**src/rtl/aes_uart_pkg.sv**
```systemverilog
// Shared definitions for the host-to-AES UART receive path.
//   rx_state_t      : byte receiver FSM states
//   AES_BLOCK_BYTES : bytes per 128-bit AES word
//   FRAME_BYTES     : bytes per frame (plaintext followed by key)
//   clks_per_bit()  : system clocks per UART bit (integer division)
package aes_uart_pkg;

   localparam int unsigned AES_BLOCK_BYTES = 16;
   localparam int unsigned FRAME_BYTES     = 2 * AES_BLOCK_BYTES;

   typedef enum logic [2:0] {
      RX_IDLE,
      RX_START,
      RX_DATA,
      RX_STOP,
      RX_WAIT_IDLE
   } rx_state_t;

   function automatic int unsigned clks_per_bit(input int unsigned freq,
                                                input int unsigned baud);
      return freq / baud;
   endfunction

endpackage

```
**src/rtl/uart_rx_byte.sv**
```systemverilog
// 8N1 UART byte receiver: 2-flop input synchroniser plus byte FSM.
//   clk        : system clock, rising edge
//   reset      : synchronous, active-low
//   rx         : asynchronous serial input, idle high
//   byte_data  : last received data byte (valid while byte_valid is high)
//   byte_valid : one-cycle pulse, byte received with a good stop bit
//   stop_err   : one-cycle pulse, stop bit sampled low (byte dropped)
//   idle       : FSM is waiting for a start bit
module uart_rx_byte
   import aes_uart_pkg::*;
#(
   parameter int unsigned CLKS_PER_BIT = 434
) (
   input  logic       clk,
   input  logic       reset,
   input  logic       rx,
   output logic [7:0] byte_data,
   output logic       byte_valid,
   output logic       stop_err,
   output logic       idle
);

   localparam int unsigned CNT_W = (CLKS_PER_BIT > 1) ? $clog2(CLKS_PER_BIT) : 1;
   localparam logic [CNT_W-1:0] HALF = CNT_W'(CLKS_PER_BIT / 2);
   localparam logic [CNT_W-1:0] LAST = CNT_W'(CLKS_PER_BIT - 1);

   logic             rx_meta;
   logic             rx_s;
   rx_state_t        state, state_n;
   logic [CNT_W-1:0] cnt, cnt_n;
   logic [2:0]       bit_idx, bit_idx_n;
   logic [7:0]       data_n;
   logic             byte_valid_n;
   logic             stop_err_n;

   always_ff @(posedge clk) begin
      if (!reset) begin
         rx_meta    <= 1'b1;
         rx_s       <= 1'b1;
         state      <= RX_IDLE;
         cnt        <= '0;
         bit_idx    <= '0;
         byte_data  <= '0;
         byte_valid <= 1'b0;
         stop_err   <= 1'b0;
      end else begin
         rx_meta    <= rx;
         rx_s       <= rx_meta;
         state      <= state_n;
         cnt        <= cnt_n;
         bit_idx    <= bit_idx_n;
         byte_data  <= data_n;
         byte_valid <= byte_valid_n;
         stop_err   <= stop_err_n;
      end
   end

   always_comb begin
      state_n      = state;
      cnt_n        = cnt;
      bit_idx_n    = bit_idx;
      data_n       = byte_data;
      byte_valid_n = 1'b0;
      stop_err_n   = 1'b0;
      unique case (state)
         RX_IDLE: begin
            if (!rx_s) begin
               state_n = RX_START;
               cnt_n   = '0;
            end
         end
         // Re-check the start bit at mid-bit; every later sample then lands
         // in the middle of its bit because DATA/STOP count full bit periods.
         RX_START: begin
            if (cnt == HALF) begin
               cnt_n     = '0;
               bit_idx_n = '0;
               state_n   = rx_s ? RX_IDLE : RX_DATA;
            end else begin
               cnt_n = cnt + 1'b1;
            end
         end
         RX_DATA: begin
            if (cnt == LAST) begin
               cnt_n  = '0;
               data_n = {rx_s, byte_data[7:1]};
               if (bit_idx == 3'd7) begin
                  state_n = RX_STOP;
               end else begin
                  bit_idx_n = bit_idx + 1'b1;
               end
            end else begin
               cnt_n = cnt + 1'b1;
            end
         end
         RX_STOP: begin
            if (cnt == LAST) begin
               cnt_n = '0;
               if (rx_s) begin
                  byte_valid_n = 1'b1;
                  state_n      = RX_IDLE;
               end else begin
                  stop_err_n = 1'b1;
                  state_n    = RX_WAIT_IDLE;
               end
            end else begin
               cnt_n = cnt + 1'b1;
            end
         end
         RX_WAIT_IDLE: begin
            if (rx_s) begin
               state_n = RX_IDLE;
            end
         end
         default: begin
            state_n = RX_IDLE;
         end
      endcase
   end

   assign idle = (state == RX_IDLE);

endmodule

```
**src/rtl/aes_block_uart_rx.sv**
```systemverilog
// UART receive front end for the AES datapath. Collects 32 bytes
// (16 B plaintext then 16 B key) and presents both 128-bit words.
//   clk         : system clock, rising edge
//   reset       : synchronous, active-low
//   rx          : asynchronous serial input, idle high
//   plaintext   : last complete plaintext, byte 0 in [127:120]
//   key         : last complete key, byte 16 in [127:120]
//   block_valid : one-cycle pulse when plaintext/key update
//   frame_err   : sticky stop-bit error, cleared by a completed frame
//   byte_count  : bytes accepted in the current frame, 0..31
module aes_block_uart_rx
   import aes_uart_pkg::*;
#(
   parameter int unsigned CLK_FREQ_HZ  = 50_000_000,
   parameter int unsigned BAUD         = 115_200,
   parameter int unsigned TIMEOUT_BITS = 32
) (
   input  logic         clk,
   input  logic         reset,
   input  logic         rx,
   output logic [127:0] plaintext,
   output logic [127:0] key,
   output logic         block_valid,
   output logic         frame_err,
   output logic [5:0]   byte_count
);

   localparam int unsigned CLKS_PER_BIT = clks_per_bit(CLK_FREQ_HZ, BAUD);
   localparam int unsigned TIMEOUT_CLKS = TIMEOUT_BITS * CLKS_PER_BIT;
   localparam int unsigned TO_W         = $clog2(TIMEOUT_CLKS + 1);
   localparam logic [TO_W-1:0] TO_LAST  = TO_W'(TIMEOUT_CLKS - 1);
   localparam logic [TO_W-1:0] TO_MAX   = TO_W'(TIMEOUT_CLKS);
   localparam int unsigned FRAME_BITS   = 8 * FRAME_BYTES;
   localparam int unsigned BLOCK_BITS   = 8 * AES_BLOCK_BYTES;
   localparam logic [5:0]  LAST_BYTE    = 6'(FRAME_BYTES - 1);

   logic [7:0]            byte_data;
   logic                  byte_valid;
   logic                  stop_err;
   logic                  idle;
   // Only 31 bytes are ever held; the 32nd joins straight from byte_data
   // in the cycle the frame completes.
   logic [FRAME_BITS-9:0] shift_q;
   logic [FRAME_BITS-1:0] frame_n;
   logic [TO_W-1:0]       to_cnt;
   logic                  timeout_hit;

   uart_rx_byte #(
      .CLKS_PER_BIT(CLKS_PER_BIT)
   ) u_rx_byte (
      .clk       (clk),
      .reset     (reset),
      .rx        (rx),
      .byte_data (byte_data),
      .byte_valid(byte_valid),
      .stop_err  (stop_err),
      .idle      (idle)
   );

   assign frame_n     = {shift_q, byte_data};
   assign timeout_hit = idle && (byte_count != '0) && (to_cnt == TO_LAST);

   always_ff @(posedge clk) begin
      if (!reset) begin
         shift_q     <= '0;
         plaintext   <= '0;
         key         <= '0;
         block_valid <= 1'b0;
         frame_err   <= 1'b0;
         byte_count  <= '0;
         to_cnt      <= '0;
      end else begin
         block_valid <= 1'b0;
         // A byte arriving on the timeout cycle wins: it is checked first.
         if (byte_valid) begin
            shift_q <= frame_n[FRAME_BITS-9:0];
            if (byte_count == LAST_BYTE) begin
               plaintext   <= frame_n[FRAME_BITS-1:BLOCK_BITS];
               key         <= frame_n[BLOCK_BITS-1:0];
               block_valid <= 1'b1;
               frame_err   <= 1'b0;
               byte_count  <= '0;
            end else begin
               byte_count <= byte_count + 1'b1;
            end
         end else if (stop_err) begin
            frame_err  <= 1'b1;
            byte_count <= '0;
         end else if (timeout_hit) begin
            byte_count <= '0;
         end

         if (!idle || byte_valid || (byte_count == '0)) begin
            to_cnt <= '0;
         end else if (to_cnt != TO_MAX) begin
            to_cnt <= to_cnt + 1'b1;
         end
      end
   end

endmodule

```
**config.mk**
```make
export PLATFORM = sky130hd
export DESIGN_NAME = aes_block_uart_rx
export DESIGN_NICKNAME = d
export VERILOG_FILES = /design/src/rtl/aes_uart_pkg.sv /design/src/rtl/uart_rx_byte.sv /design/src/rtl/aes_block_uart_rx.sv
export SDC_FILE = /design/constraint.sdc
export NUM_CORES = 1
export LEC_CHECK = 0
export CAP_MARGIN = 40
export CORE_ASPECT_RATIO = 1.75
export CORE_MARGIN = 3
export CORE_UTILIZATION = 50
export DETAILED_ROUTE_END_ITERATION = 10
export DONT_BUFFER_PORTS = 1
export GPL_TIMING_DRIVEN = 0
export PLACE_DENSITY = 0.68
export SKIP_LAST_GASP = 1
export SLEW_MARGIN = 40
export SYNTH_ARGS = -nofsm -noshare
export SYNTH_HDL_FRONTEND = slang
export SYNTH_SLANG_ARGS = --single-unit
```
**constraint.sdc**
```tcl
create_clock -name clk -period 1.8 [get_ports clk]
set_clock_uncertainty 0.05 [all_clocks]
set_input_delay 0.36 -clock clk [delete_from_list [all_inputs] [get_ports clk]]
set_output_delay 0.36 -clock clk [all_outputs]
set_load 0.01 [all_outputs]
```
==> reports/qor.json <==
{
  "mappedNetlistArea_mm2": 0.0198,
  "run_status": "finished, violations left",
  "post_drt_via_cell_ratio": 5.38,
  "die_span_x_um": 157,
  "average_cell_area_after_synthesis_um2": 9.08,
  "total_leakage_power_nw": 7.85,
  "syn_inst": 2186,
  "yosys.cell_count.top_type": "dfxtp_1",
  "tightestPinTransition_ns": 0.703,
  "num_vias": 15000,
  "grt_start_max_net_pins": 16,
  "drt_first_pass_iters": 6,
  "post_synth_main_area_contributors": "dfxtp_1 (56%), mux2i_1 (13%), nand2_1 (10%)",
  "synth.net_count": 2197,
  "power.switching_fraction_pct": 20.7,
  "critical_path.max_fanout": 9,
  "die-area_mm2": 0.0422,
  "synth-edff-count": 0,
  "final_nets": 2268,
  "power.density_mw_per_mm2": 980,
  "number_of_antenna_violations_at_the_first_check_in_global_routing": 0,
  "fin_util_pct": 60.5,
  "place_congestion": 0.888,
  "h-tree-depth": 2,
  "clk_latency_ns": 0.57,
  "internal-power_mw": 18.4,
  "tritoncts": "done",
  "timing.fmax_mhz": 493,
  "worst-endpoint-required_ns": 2.18,
  "power.share.sequential_pct": 52.6,
  "preCtsSetupSlack_ns": -0.935,
  "tritoncts.num_buffers": 48,
  "clock_power_share_pct": 46.1,
  "worst_ir_drop_vdd_v": 0.000759,
  "std_cell_rows": 96,
  "layout_stage_area_growth_over_the_synthesis_result_pct": 19.4,
  "path_class_of_the_lowest_slack_min_delay_path": "in2reg",
  "path_clk_slew_ns": 0.07,
  "synth.top_cells.by_count": "dfxtp_1 (553), nand2_1 (539), nor2_1 (275)",
  "asyncSetResetFlopFracSynth_pct": 0,
  "drive_above_1_share_pct": 16.2,
  "vias_in_the_first_global_route": 15400,
  "timing.final.max_slew_violations": 0,
  "die_height_um": 270,
  "comb_power_share_pct": 1.2,
  "start_util_pct": 50.7,
  "critical_path_arrival_ns": 2.41,
  "final.setup.tns_ns": -43.06,
  "drt_first_iter_violations": 608,
  "critical_path_class": "reg2reg",
  "overflow": 0,
  "ys_seq_area_share_pct": 55.8,
  "grt_util_all_layers_pct": 24.4,
  "final_period_minus_worst_setup_slack_ns": 2.03,
  "final.period_utilization_pct": 113,
  "clockBufferDepth": 3,
  "numPortBuffers": 0,
  "yosys_register_bits": 553,
  "totalWireLength_um": 53100,
  "crit_path_start_kind": "register",
  "cp-startpoint": "byte_count[1]",
  "synth.distinct_cells": 51,
  "core_area_mm2": 0.0392,
  "max_cap_viol_count": 0,
  "place.detailed.hpwl_um": 37900,
  "clockRootBuffer": "clkbuf_16",
  "drc": 0,
  "setup.worst_path.end_class": "register",
  "setup_violations": 276,
  "synth_top_area_cell": "dfxtp_1",
  "wire_length_of_the_first_global_routing_pass_um": 82600,
  "reg2reg_from": "byte_count[1]",
  "total_power_mw": 23.2,
  "floorplan.io_pins": 267,
  "violations": "setup timing",
  "synth_top_area_share_pct": 55.8,
  "wl_per_cell_um": 19.1,
  "clock-sinks": 553,
  "num_antenna_cells": 0,
  "p_sw_mw": 4.82,
  "synthesis.yosys.warnings": 0,
  "ant_nets": 0,
  "report.final.hold_viol_count": 0,
  "synth_top_flop_cell": "dfxtp_1",
  "worst_hold_startpoint": "reset",
  "slew_headroom_pct": 53.1,
  "finalWorstSetupSlack_ns": -0.228,
  "rsz0062_at_grt": "true"
}
[routing by layer]
metal  GRT usage (%)  up-vias  wire length [µm]
met2            47.4      371             29300
met5               0        -                 0
met1            23.5     7141             18300
met4            10.6        0              2240
met3            6.10      122              3270
li1                -     7344                 -
[placed cells by master (no fill, tap or decap), types with 9 or more instances in the layout]
master       n
dfxtp_1    544
nand2_1    446
nor2_1     275
mux2i_1    259
a21oi_1    200
a21oi_2     65
clkbuf_1    59
clkbuf_16   55
nand2_4     49
nand2_2     44
buf_2       25
buf_8       16
buf_4       15
clkbuf_2    14
buf_16      14
clkbuf_4    12
clkbuf_8    12
nand3_1     12
nor3_1      11
xnor2_1     11
o21ai_0     11
inv_1       10
nor4_1       9
clkinv_2     9
[final timing paths]
check | to | slack [ns] | cells after the start
setup / recovery | key[115] | -0.23 | 8
hold / removal | u_rx_byte.rx_meta | 0.16 | 2
setup reg to reg | key[115] | -0.23 | 8
hold reg to reg | plaintext[121] | 0.41 | 2
[cell type report]
| type | count | area (µm²) |
|---|---|---|
| fill | 3334 | 15500 |
| sequential | 553 | 11100 |
| multi-input combinational | 1472 | 8740 |
| clock buffer | 68 | 1400 |
| buffer | 148 | 1090 |
| tap | 490 | 613 |
| timing repair buffer | 23 | 498 |
| clock inverter | 18 | 238 |
| inverter | 11 | 41.3 |
[worst max-delay path, cell delays in order, from the launching register on]
cell and delay (ns):
dfxtp_4 0.41, ha_4 0.16, nand2_4 0.05, or4b_4 0.50, clkbuf_16 0.21, buf_16 0.18
clkbuf_16 0.17, nand2_1 0.06, a21oi_1 0.07
[per-stage QoR]
step / hold WS, ns / cell area, µm² / cells
finish: 0.156 / 23700 / 2783
CTS: 0.127 / 23400 / 2779
detailed placement: 0.398 / 20500 / 2676
global route: 0.159 / 23700 / 2783
global placement: 0.385 / 20500 / 2676
floorplan: 0.336 / 19900 / 2186
[state kept, by name (all words and copies together), names as in the netlist, 3 cells and up]
register,count
key,128
u_rx_byte.byte_data,8
shift_q,248
u_rx_byte.state,3
byte_count,6
u_rx_byte.cnt,9
plaintext,128
u_rx_byte.bit_idx,3
to_cnt,14
[cells by family (layout without fill, tap and decap cells)]
family                   count (synthesis)  count (layout)  share of synthesized area, %
AND/OR/NAND/NOR                        889             889                          17.9
flip-flops                             553             553                          55.8
AO/OA/AOI/OAI                          303             303                          8.02
multiplexers                           259             259                          13.1
buffers and inverters                  161             268                          4.15
XOR/XNOR                                13              13                         0.574
adder cells (fa/ha/maj)                  8               8                         0.504
[power groups by stage]
| stage | clock network (mW) | registers (mW) | logic (mW) |
|---|---|---|---|
| 2_1_floorplan | 0 | 12.5 | 0.180 |
| 3_3_place_gp | 0 | 12.5 | 0.268 |
| 3_5_place_dp | 0 | 12.5 | 0.271 |
| 4_1_cts | 10.9 | 12.2 | 0.286 |
| 5_1_grt | 11.4 | 12.2 | 0.319 |
| 6_report | 10.7 | 12.2 | 0.288 |
[timing repair]
action                                  in CTS  in global routing
endpoints found under the setup margin     492                495
pin swaps                                   89                 12
buffers inserted                             6                  0
hold buffers                                 1                  0
gates cloned                                12                  4
hold endpoints to repair                     1                  0
gates resized for setup                    261                 63
No activity file was read; power rests on OpenSTA's default activity.
